`src/rtl/game_pkg.sv`:
```
`default_nettype none
// ============================================================================
// Module      : game_pkg
// Description : Shared types and constants for the reaction-game round
//               sequencer. Holds the round state encoding, the status codes
//               shown on display digit 2 and a small lives helper.
// Revision    : 1.0 - initial release
// ============================================================================
package game_pkg;

  // Round sequencer states (explicit 3-bit encoding).
  typedef enum logic [2:0] {
    IDLE     = 3'd0,
    LATCH    = 3'd1,
    MOVE     = 3'd2,
    WAIT_KEY = 3'd3,
    CHECK    = 3'd4,
    SHOW     = 3'd5,
    OVER     = 3'd6
  } state_e;

  // Status codes driven onto display digit 2.
  localparam logic [3:0] ST_IDLE = 4'hF;
  localparam logic [3:0] ST_PLAY = 4'h1;
  localparam logic [3:0] ST_HIT  = 4'hA;
  localparam logic [3:0] ST_MISS = 4'hE;
  localparam logic [3:0] ST_OVER = 4'h0;

  // Lives never go below zero, even if a miss is judged with none left.
  function automatic logic [3:0] lives_dec(input logic [3:0] lives);
    return (lives == 4'd0) ? 4'd0 : lives - 4'd1;
  endfunction

endpackage
`default_nettype wire

```
`src/rtl/bcd_counter2.sv`:
```
`default_nettype none
// ============================================================================
// Module      : bcd_counter2
// Description : Two-digit BCD score counter. Increments by one when inc_i is
//               high; the ones digit wraps 9->0 with a carry into the tens
//               digit, and the count saturates at 99 instead of wrapping.
//               clr_ni is a synchronous active-low clear.
// Ports       : clk     - system clock
//               clr_ni  - synchronous clear, active low (count -> 00)
//               inc_i   - add one this cycle
//               ones_o  - ones digit (BCD, registered)
//               tens_o  - tens digit (BCD, registered)
// Revision    : 1.0 - initial release
// ============================================================================
module bcd_counter2 (
  input  logic       clk,
  input  logic       clr_ni,
  input  logic       inc_i,
  output logic [3:0] ones_o,
  output logic [3:0] tens_o
);

  logic [3:0] ones_q, ones_d;
  logic [3:0] tens_q, tens_d;
  logic       at_max;

  always_comb begin
    ones_d = ones_q;
    tens_d = tens_q;
    at_max = (ones_q == 4'd9) && (tens_q == 4'd9);
    if (inc_i && !at_max) begin
      if (ones_q == 4'd9) begin
        ones_d = 4'd0;
        tens_d = tens_q + 4'd1;
      end else begin
        ones_d = ones_q + 4'd1;
      end
    end
  end

  always_ff @(posedge clk) begin
    if (!clr_ni) begin
      ones_q <= 4'd0;
      tens_q <= 4'd0;
    end else begin
      ones_q <= ones_d;
      tens_q <= tens_d;
    end
  end

  assign ones_o = ones_q;
  assign tens_o = tens_q;

endmodule
`default_nettype wire

```
`src/rtl/game_round_ctrl.sv`:
```
`default_nettype none
// ============================================================================
// Module      : game_round_ctrl
// Description : Round sequencer for the keypad/stepper reaction game. Each
//               round latches a target nibble from the LFSR, commands the
//               stepper to it, waits (with timeout) for a keypad press, judges
//               hit or miss, and keeps a BCD score and a lives count that are
//               shown on the four seven-segment digits.
// Ports       : clk          - system clock
//               reset        - synchronous reset, active low
//               start        - restart button level (rising edge starts game)
//               random       - LFSR nibble, sampled once per round
//               key_valid    - keypad press level
//               key_value    - keypad code, valid while key_valid=1
//               motor_busy   - stepper wrapper is moving
//               motor_go     - one-cycle move command
//               motor_target - target nibble for the stepper wrapper
//               in0 / in1    - score ones / tens (BCD)
//               in2          - status code
//               in3          - lives (combinational from the lives register)
//               round_active - high in MOVE and WAIT_KEY
// Revision    : 1.0 - initial release
// ============================================================================
module game_round_ctrl
  import game_pkg::*;
#(
  parameter int TIMEOUT_CYCLES = 200_000_000,
  parameter int SHOW_CYCLES    = 100_000_000,
  parameter int START_LIVES    = 3
) (
  input  logic       clk,
  input  logic       reset,
  input  logic       start,
  input  logic [3:0] random,
  input  logic       key_valid,
  input  logic [3:0] key_value,
  input  logic       motor_busy,
  output logic       motor_go,
  output logic [3:0] motor_target,
  output logic [3:0] in0,
  output logic [3:0] in1,
  output logic [3:0] in2,
  output logic [3:0] in3,
  output logic       round_active
);

  // One timer serves both the key timeout and the result display hold, so
  // it is sized for the longer of the two.
  localparam int TIMER_MAX = (TIMEOUT_CYCLES > SHOW_CYCLES) ? TIMEOUT_CYCLES : SHOW_CYCLES;
  localparam int TIMER_W   = $clog2(TIMER_MAX + 1);

  localparam logic [TIMER_W-1:0] TIMEOUT_LAST = TIMER_W'(TIMEOUT_CYCLES - 1);
  localparam logic [TIMER_W-1:0] SHOW_LAST    = TIMER_W'(SHOW_CYCLES - 1);
  localparam logic [TIMER_W-1:0] TIMER_ONE    = TIMER_W'(1);
  localparam logic [3:0]         LIVES_INIT   = 4'(START_LIVES);

  // --------------------------------------------------------------------------
  // State and datapath registers
  // --------------------------------------------------------------------------
  state_e               state_q, state_d;
  logic                 start_prev_q;
  logic                 key_prev_q;
  logic [3:0]           target_q, target_d;
  logic [3:0]           key_cap_q, key_cap_d;
  logic                 key_got_q, key_got_d;
  logic [TIMER_W-1:0]   timer_q, timer_d;
  logic [3:0]           lives_q, lives_d;
  logic                 motor_go_q, motor_go_d;
  logic [3:0]           motor_target_q, motor_target_d;
  logic [3:0]           in2_q, in2_d;
  logic                 round_active_q, round_active_d;

  // Score counter controls.
  logic                 score_inc;
  logic                 score_clr;

  // Rising edges: current input high, registered previous value low.
  logic                 start_rise;
  logic                 key_rise;
  logic                 hit;

  assign start_rise = start && !start_prev_q;
  assign key_rise   = key_valid && !key_prev_q;

  // A timeout leaves key_got_q clear, so it can never be judged a hit.
  assign hit = key_got_q && (key_cap_q == target_q);

  // --------------------------------------------------------------------------
  // Next-state and output logic
  // --------------------------------------------------------------------------
  always_comb begin
    state_d        = state_q;
    target_d       = target_q;
    key_cap_d      = key_cap_q;
    key_got_d      = key_got_q;
    timer_d        = timer_q;
    lives_d        = lives_q;
    motor_go_d     = 1'b0;
    motor_target_d = motor_target_q;
    in2_d          = in2_q;
    score_inc      = 1'b0;
    score_clr      = 1'b0;

    case (state_q)
      IDLE, OVER: begin
        if (start_rise) begin
          lives_d   = LIVES_INIT;
          score_clr = 1'b1;
          in2_d     = ST_PLAY;
          state_d   = LATCH;
        end
      end

      LATCH: begin
        target_d       = random;
        motor_target_d = random;
        motor_go_d     = 1'b1;
        state_d        = MOVE;
      end

      MOVE: begin
        // motor_go is high during the first MOVE cycle; the wrapper cannot
        // have raised busy yet, so busy is only trusted after that cycle.
        if (!motor_go_q && !motor_busy) begin
          timer_d   = '0;
          key_got_d = 1'b0;
          state_d   = WAIT_KEY;
        end
      end

      WAIT_KEY: begin
        // The key is tested first so a press on the last allowed cycle
        // beats the timeout.
        if (key_rise) begin
          key_cap_d = key_value;
          key_got_d = 1'b1;
          state_d   = CHECK;
        end else if (timer_q == TIMEOUT_LAST) begin
          key_got_d = 1'b0;
          state_d   = CHECK;
        end else begin
          timer_d = timer_q + TIMER_ONE;
        end
      end

      CHECK: begin
        if (hit) begin
          score_inc = 1'b1;
          in2_d     = ST_HIT;
        end else begin
          lives_d = lives_dec(lives_q);
          in2_d   = ST_MISS;
        end
        timer_d = '0;
        state_d = SHOW;
      end

      SHOW: begin
        if (timer_q == SHOW_LAST) begin
          if (lives_q == 4'd0) begin
            in2_d   = ST_OVER;
            state_d = OVER;
          end else begin
            in2_d   = ST_PLAY;
            state_d = LATCH;
          end
        end else begin
          timer_d = timer_q + TIMER_ONE;
        end
      end

      default: begin
        in2_d   = ST_IDLE;
        state_d = IDLE;
      end
    endcase

    // Registered from the next state so the flag lines up with the state.
    round_active_d = (state_d == MOVE) || (state_d == WAIT_KEY);
  end

  // --------------------------------------------------------------------------
  // Registers
  // --------------------------------------------------------------------------
  always_ff @(posedge clk) begin
    if (!reset) begin
      state_q        <= IDLE;
      start_prev_q   <= 1'b0;
      key_prev_q     <= 1'b0;
      target_q       <= 4'd0;
      key_cap_q      <= 4'd0;
      key_got_q      <= 1'b0;
      timer_q        <= '0;
      lives_q        <= LIVES_INIT;
      motor_go_q     <= 1'b0;
      motor_target_q <= 4'd0;
      in2_q          <= ST_IDLE;
      round_active_q <= 1'b0;
    end else begin
      state_q        <= state_d;
      start_prev_q   <= start;
      key_prev_q     <= key_valid;
      target_q       <= target_d;
      key_cap_q      <= key_cap_d;
      key_got_q      <= key_got_d;
      timer_q        <= timer_d;
      lives_q        <= lives_d;
      motor_go_q     <= motor_go_d;
      motor_target_q <= motor_target_d;
      in2_q          <= in2_d;
      round_active_q <= round_active_d;
    end
  end

  // --------------------------------------------------------------------------
  // Score counter (cleared by reset or by a new game)
  // --------------------------------------------------------------------------
  logic score_clr_n;
  assign score_clr_n = reset && !score_clr;

  bcd_counter2 u_score (
    .clk    (clk),
    .clr_ni (score_clr_n),
    .inc_i  (score_inc),
    .ones_o (in0),
    .tens_o (in1)
  );

  // --------------------------------------------------------------------------
  // Outputs
  // --------------------------------------------------------------------------
  assign motor_go     = motor_go_q;
  assign motor_target = motor_target_q;
  assign in2          = in2_q;
  assign in3          = lives_q;
  assign round_active = round_active_q;

endmodule
`default_nettype wire

```
`config.mk`:
```
export PLATFORM = sky130hd
export DESIGN_NAME = game_round_ctrl
export DESIGN_NICKNAME = d
export VERILOG_FILES = /design/src/rtl/game_pkg.sv /design/src/rtl/bcd_counter2.sv /design/src/rtl/game_round_ctrl.sv
export SDC_FILE = /design/constraint.sdc
export NUM_CORES = 1
export LEC_CHECK = 0
export ABC_CLOCK_PERIOD_IN_PS = 6100
export CORE_MARGIN = 3
export CORE_UTILIZATION = 25
export CTS_BUF_LIST = sky130_fd_sc_hd__clkbuf_4 sky130_fd_sc_hd__clkbuf_8 sky130_fd_sc_hd__clkbuf_16
export CTS_CLUSTER_DIAMETER = 120
export CTS_CLUSTER_SIZE = 8
export DETAILED_ROUTE_END_ITERATION = 8
export PLACE_DENSITY_LB_ADDON = 0.1
export SYNTH_ARGS = -nofsm -noshare
export SYNTH_HDL_FRONTEND = slang
export SYNTH_SLANG_ARGS = --single-unit
```
`constraint.sdc`:
```
create_clock -name clk -period 6.1 [get_ports clk]
set_input_delay 1.22 -clock clk [delete_from_list [all_inputs] [get_ports clk]]
set_output_delay 1.22 -clock clk [all_outputs]
set_load 0.05 [all_outputs]
```
== Word level (Yosys, flattened, before mapping) ==
Index checks and enable logic that the tools add are counted.

* Bits in registers: 60
* Bits of input ports: 13
* Output and inout port bits: 22

* Add/subtract/negate cells: 4
* Equal/unequal tests: 21
* Multiplexer cells: 31
* Bitwise logic cells: 1
* Reductions and logical operators: 27

{| class="wikitable"
|+ Operators with widths
! kind !! count
|-
| $mux W28 || 4
|-
| $pmux W28 S4 || 1
|-
| $add A28 B1 Y28 const B || 1
|-
| $eq A28 B27 Y1 const B || 1
|-
| $eq A28 B28 Y1 const B || 1
|-
| $mux W4 || 6
|-
| $mux W3 || 7
|-
| $pmux W3 S6 || 1
|-
| $pmux W4 S4 || 1
|-
| $ne A2 B2 Y1 const B || 7
|-
| $eq A3 B2 Y1 const B || 4
|-
| $eq A3 B3 Y1 const B || 3
|-
| $mux W1 || 9
|-
| $reduce_and A3 Y1 || 3
|-
| $add A4 B1 Y4 const B || 2
|-
| $eq A4 B4 Y1 const B || 2
|-
| $pmux W4 S2 || 1
|-
| $logic_and A1 B1 Y1 || 7
|-
| $logic_not A1 Y1 || 6
|-
| $reduce_and A5 Y1 || 1
|-
| $eq A4 B4 Y1 || 1
|-
| $logic_not A4 Y1 || 1
|-
| $reduce_and A2 Y1 || 2
|-
| $reduce_bool A2 Y1 || 2
|-
| 10 further kinds || 10
|}

== Longest topological paths before layout ==
Gate-level depths: netlist of the first run.

* Depth in word-level cells: 6
* Depth in mapped cells: 12
* Mapped depth without buffers: 8

== Cells and area by module ==
Synthesis of the first run repeated with hierarchy kept, for this count alone.

* Cells, all modules: 378
* Area total of the unflattened synthesis: 3205.6 sq um

{| class="wikitable"
|+ By module, submodules not included
! module !! instances !! cells an instance !! area an instance (sq um) !! sequential area each (sq um)
|-
| game_round_ctrl || 1 || 332 || 2782.7 || 1021.0
|-
| bcd_counter2 || 1 || 46 || 422.9 || 160.2
|}

== Worst setup path before layout of the first run ==
OpenSTA, ideal clock, no wires.

* Path type: input to register
* From: in key_valid
* To: reg timer_q[18]
* Setup time: 0.070 ns
* Arrival time: 3.181 ns
* Required time: 6.030 ns
* Setup slack: 2.849 ns
* Stages on the path: 9
* Buffers on the path: 3
* Cells stage by stage: nand2b_1 -> nor2_4 -> or3_1 -> buf_2 -> or3_1 -> buf_2 -> buf_6 -> or4b_1 -> a21oi_1

* Word-level cells in the longest chain between the ends: 3

{| class="wikitable"
|+ RTL lines
! element !! line !! text
|-
| start, declared || game_round_ctrl.sv:35 || <nowiki>input logic key_valid,</nowiki>
|-
| $logic_and A1 B1 Y1 || game_round_ctrl.sv:83 || <nowiki>assign key_rise = key_valid && !key_prev_q;</nowiki>
|-
| $ne A2 B2 Y1 (no line) || n/a ||
|-
| $reduce_and A5 Y1 (no line) || n/a ||
|-
| end signal, assigned || game_round_ctrl.sv:206 || <nowiki>timer_q <= timer_d;</nowiki>
|-
| end, declared || game_round_ctrl.sv:66 || <nowiki>logic [TIMER_W-1:0] timer_q, timer_d;</nowiki>
|}

No other way between the ends.
A chain may end at the register's enable or synchronous reset.

== Final worst setup path of the first run ==
* From: in key_valid
* To: reg timer_q[27]

The elaborated chain is that of the path after synthesis.

==> results.yml, run 1 <==
drt:
  wl_per_cell_um: 14.9
  vias: 2828
  drt_wl_total_um: 8660
  final_antenna_net_count: 0
  drt_iter0_drc: 188
  route.detailed.drc: 0
  viasPerCell: 4.87
  first_pass_iters: 5
sta:
  min_period_ns: 3.81
  maxSlewHeadroom_pct: 24.4
  setup-tns-final_ns: 0
  max_freq_mhz: 262
  period_share_pct: 62.5
  finalSetupViolCount: 0
  tightest_slew_ns: 1.13
  slew_viol_final: 0
  clock_skew_ns: 0.00584
  rsz0062_at_grt: "no"
  finalHoldViolCount: 0
  setup_ws_ns: 2.29
setup_path:
  start_kind: "primary input"
  critPathCaptureType: "register"
  crit_required_ns: 6.35
  cp_common_cell: "or3_1"
  cp_cell_sequence: "clkdlybuf4s50_1, nand2b_1, nor2_4, or3_1, or3_1, or4_1, a21boi_1"
  worstPathArrival_ns: 4.06
  r2r_start: "state_q[1]$_SDFF_PN0_"
  crit_path_max_incr_delay_ns: 0.79
  reg2reg_depth: 6
  path_class: "primary input to register"
  cp_max_fo: 33
  regToRegSetupSlack_ns: 2.69
  worstReg2RegEnd: "timer_q[27]$_SDFFE_PN0P_"
  crit_path_top_delay_cell: "or3_1"
floorplan:
  rows: 40
  dieArea_sq_um: 14000
  die_w_um: 118
  start_util_pct: 25.8
  ios: 35
  core_sq_um: 12200
  die_h_um: 118
placed_design:
  dp_slack_ns: 1.95
  hpwl_um: 6100
  io_buffers: 34
  place.gp.congestion: 0.765
  dpl_cell_area_sq_um: 3600
clocking:
  clockBufferDepth: 2
  clock-root-buffer: "clkbuf_16"
  clk_latency_ns: 0.32
  cts_tree: "built"
  cts_made_buffers: 9
  cts_resized: 0
  postCtsSetupBuffers: 0
  hold_buffers: 0
  cts.sinks: 59
  cts_max_level: 3
  path_clk_slew_ns: 0.05
cells_and_area:
  n_antenna_cell: 0
  final_nets: 425
  area_delta_synth_final_pct: 26.7
  design_area_sq_um: 3980
  final_common_cell: "dfxtp_1"
  layout-drive-gt1-share_pct: 5.81
  final_core_util_pct: 32.7
  layout_common_cells: "dfxtp_1, nand2_1, clkdlybuf4s50_1, o21ai_0"
power_and_ir_drop:
  p_leak_nw: 1.39
  vdd_drop_max_mv: 0.133
  power_mw: 1.39
  power_density_nw_per_um2: 348
global_route:
  antenna_found_initial: 0
  grt_pass1_wl_um: 14700
  grt_max_degree: 34
  grt_pass1_vias: 2773
  overflow: 0
  track_usage_pct: 13.0
yosys:
  yosys_warnings: 0
  synth_seq_cells: 59
  seq_area_frac_synth_pct: 37.6
  synth_cell_type_count: 55
  syn_nets: 401
  synth_edf_count: 0
  synthArstFlopShare_pct: 0
  syn_area_per_cell_sq_um: 8.18
  syn_inst: 384
  syn-cell-area_sq_um: 3140
  dominantRegCellSynth: "dfxtp_1"
outcome:
  status: "finished, final reports clean"
job:
  max-cap-violations: 0
min_path:
  hold_path_end: "timer_q[1]$_SDFFE_PN0P_"
  hold_start: "timer_q[1]$_SDFFE_PN0P_"
  hp-class: "register to register"
  min_path_cells: 2
-- metrics by stage --
step                std cells  hold WS (ns)
finish                    581         0.466
global route              581         0.498
CTS                       581         0.472
detailed placement        565         0.463
global placement          565         0.458
floorplan                 384         0.448
-- critical path, delay by kind of cell --
kind                   cells  cell delay [ns]
buffers and inverters      1             0.43
AO/OA/AOI/OAI              1             0.15
AND/OR/NAND/NOR            5             2.24
-- synthesized netlist by cell type (3+ instances only) --
cell type | instances | area share (%)
dfxtp_1 | 59 | 38
nand2_1 | 36 | 4.3
o21ai_0 | 28 | 4.5
a21oi_1 | 26 | 4.1
nor2_1 | 26 | 3.1
nand3_1 | 20 | 3.2
nor3_1 | 14 | 2.2
or3_1 | 12 | 2.4
clkbuf_1 | 11 | 1.3
nor2b_1 | 10 | 2.0
nand4_1 | 9 | 1.8
xnor2_1 | 9 | 2.5
and3_1 | 8 | 1.6
inv_1 | 7 | 0.84
mux2i_1 | 7 | 2.2
or4_1 | 7 | 1.7
and2_1 | 6 | 1.2
buf_2 | 6 | 0.96
o31ai_1 | 6 | 1.4
a21boi_0 | 5 | 1.2
nor4_1 | 5 | 1.0
a21boi_1 | 4 | 0.96
and4_1 | 4 | 1.1
ha_1 | 4 | 1.6
nand4b_1 | 4 | 1.1
xor2_1 | 4 | 1.1
a31oi_1 | 3 | 0.60
nand2b_1 | 3 | 0.60
nor4b_1 | 3 | 0.84
nor4bb_1 | 3 | 0.96
o211ai_1 | 3 | 0.72
-- cell families after synthesis --
family | after synthesis | synth area share, %
adders and majority gates | 4 | 1.59
xor gates and xnor gates | 13 | 3.62
buffers and inverters | 29 | 4.18
DFF | 59 | 37.6
AOI/OAI and AO/OA | 90 | 17.7
muxes | 7 | 2.23
and+or+nand+nor | 182 | 33.1
-- area by class of cell --
type | instances | area (sq um)
inverters | 7 | 26.3
clock buffers | 12 | 260
flip-flops and latches | 59 | 1180
well taps | 168 | 210
repair buffers | 35 | 348
multi-input cells | 296 | 1840
fillers | 1292 | 8180
clock inverters | 4 | 120
-- where the power goes --
group | internal [mW] | switching (mW) | leakage [nW]
Sequential | 0.406 | 0.0345 | 0.477
Combinational | 0.0996 | 0.202 | 0.725
Clock | 0.467 | 0.178 | 0.186
-- registers in the layout, indices dropped and copies added, names as in the netlist, 3 cells and up --
signal          cells
motor_target        4
in2                 3
state_q             3
u_score.tens_o      4
in3                 4
u_score.ones_o      4
timer_q            28
key_cap_q           4
-- worst max-delay path by stage --
| stage | start | to | slack (ns) | cells after the start |
|---|---|---|---|---|
| finish | key_valid | timer_q[27]$_SDFFE_PN0P_ | 2.29 | 7 |
| CTS | key_valid | timer_q[14]$_SDFFE_PN0P_ | 2.27 | 7 |
| global route | key_valid | timer_q[27]$_SDFFE_PN0P_ | 2.12 | 7 |
| detailed placement | key_valid | timer_q[24]$_SDFFE_PN0P_ | 1.95 | 7 |
| global placement | key_valid | timer_q[18]$_SDFFE_PN0P_ | 1.99 | 7 |
| floorplan | key_valid | timer_q[18]$_SDFFE_PN0P_ | 2.85 | 9 |
-- routing by layer --
metal	global-route usage, %	part of all wire [%]
met3	3.60	3.5
met5	0	0
met2	20.8	47
met4	4.84	1.6
met1	16.7	47
Power figures use the tool's default switching activity.
==> run 2, diff against run 1 <==
Settings changed: ABC_CLOCK_PERIOD_IN_PS 6100 to 3700.
Clock period 6.1 ns to 3.7 ns, I/O delays scaled along.
==> run 2 against run 1 <==
Against the previous run:
- via count rose by 0.92%
- clock skew barely moved
- global-route usage rose by 0.32 points
- sequential power rose by 61%
- final area barely moved
- sequential cell count did not move
- core utilization barely moved
- routed wire length rose by 2.1%
==> results.yml, run 2 (synthesis results as in run 1) <==
sta:
  setup-tns-final_ns: 0
  rsz0062_at_grt: "no"
  finalSetupViolCount: 0
  finalHoldViolCount: 0
  period_share_pct: 80.7
  max_freq_mhz: 335
  clock_skew_ns: 0.00567
  slew_viol_final: 0
  min_period_ns: 2.99
  maxSlewHeadroom_pct: 34.9
  tightest_slew_ns: 0.970
cells_and_area:
  fillers: 1335
  area.sequential_sq_um: 1180
  layout_common_cells: "dfxtp_1, nand2_1, clkdlybuf4s50_1, o21ai_0"
  final_common_cell: "dfxtp_1"
  design_area_sq_um: 3980
  layout-drive-gt1-share_pct: 8.25
  largest_register_ffs: 28
  final_nets: 436
  layoutNonFillerInstCount: 592
  area_delta_synth_final_pct: 26.8
  top_register: "timer_q"
  multi_input_area_sq_um: 1840
  n_antenna_cell: 0
drt:
  drt_iter0_drc: 142
  first_pass_iters: 4
  route.detailed.drc: 0
  drt_wl_total_um: 8850
  viasPerCell: 4.82
  final_antenna_net_count: 0
  vias: 2854
  wl_per_cell_um: 14.9
placed_design:
  dp.cells: 576
  dpl_cell_area_sq_um: 3680
  io_buffers: 34
  place.gp.congestion: 0.758
  hpwl_um: 6350
global_route:
  track_usage_pct: 13.3
  grt_pass1_wl_um: 15000
  overflow: 0
  grt_max_degree: 34
  grt_pass1_vias: 2816
  antenna_found_initial: 0
min_path:
  hp-class: "register to register"
clocking:
  cts_tree: "built"
  path_clk_slew_ns: 0.05
  cts.sinks: 59
  hold_buffers: 0
  cts_resized: 0
  cts_max_level: 3
  clock-root-buffer: "clkbuf_16"
  cts_made_buffers: 9
  postCtsSetupBuffers: 0
  clk_latency_ns: 0.33
  clockBufferDepth: 2
setup_path:
  start_kind: "register"
  worstPathArrival_ns: 3.24
  path_class: "register to register"
  cp_max_fo: 33
  critPathCaptureType: "register"
  crit_required_ns: 3.96
floorplan:
  rows: 40
  die_h_um: 118
  dieArea_sq_um: 14000
  start_util_pct: 25.8
  core_sq_um: 12200
  die_w_um: 118
  ios: 35
power_and_ir_drop:
  power_density_nw_per_um2: 524
  vdd_drop_max_mv: 0.214
  p_leak_nw: 1.41
outcome:
  status: "finished, final reports clean"
job:
  max-cap-violations: 0
-- run 2: cell count changes in the layout (fill, tap and decap cells not counted), sizes merged --
cell | previous run | this run
buf | 1 | 12
bufinv | 4 | 0
clkbuf | 12 | 15
clkinv | 0 | 1
-- run 2: cell type report --
class	count	area share, %
sequential	59	29.6
tap	168	5.28
multi-input combinational	296	46.1
clock inverter	1	0.126
timing repair buffer	46	10.8
clock buffer	15	7.41
inverter	7	0.660
-- run 2: worst paths after layout --
path | start | to | slack (ns) | cells after the start
worst max-delay path | state_q[2]$_SDFF_PN0_ | timer_q[24]$_SDFFE_PN0P_ | 0.71 | 6
worst min-delay path | timer_q[1]$_SDFFE_PN0P_ | timer_q[1]$_SDFFE_PN0P_ | 0.48 | 2
worst min register to register | timer_q[1]$_SDFFE_PN0P_ | timer_q[1]$_SDFFE_PN0P_ | 0.48 | 2
worst max register to register | state_q[2]$_SDFF_PN0_ | timer_q[24]$_SDFFE_PN0P_ | 0.71 | 6
-- run 2: routing by layer --
layer	wire length, um	vias to the layer above	GRT usage [%]
met5	0	-	0
met4	124	0	4.62
met3	240	10	3.41
met2	4130	30	21.3
met1	4350	1335	17.4
li1	-	1479	-
-- run 2: power by group --
group	leakage (nW)	internal (mW)	switching, mW
Combinational	0.781	0.191	0.360
Sequential	0.477	0.670	0.0373
Clock	0.153	0.540	0.289
-- run 2: worst max-delay path, stage by stage, from the launching register on --
cell,delay [ns]
dfxtp_1,0.68
ha_1,0.40
or3_1,0.51
or3_1,0.40
buf_4,0.23
or4_1,0.53
a21oi_1,0.15
-- run 2: through the flow --
step	setup slack [ns]	hold WS [ns]	utilization [%]	total power, mW
finish	0.713	0.476	32.8	2.09
floorplan	0.748	0.448	-	1.11
detailed placement	0.470	0.469	30.3	1.28
CTS	0.702	0.477	32.8	2.13
global route	0.444	0.511	32.8	2.21
global placement	0.488	0.459	30.3	1.28
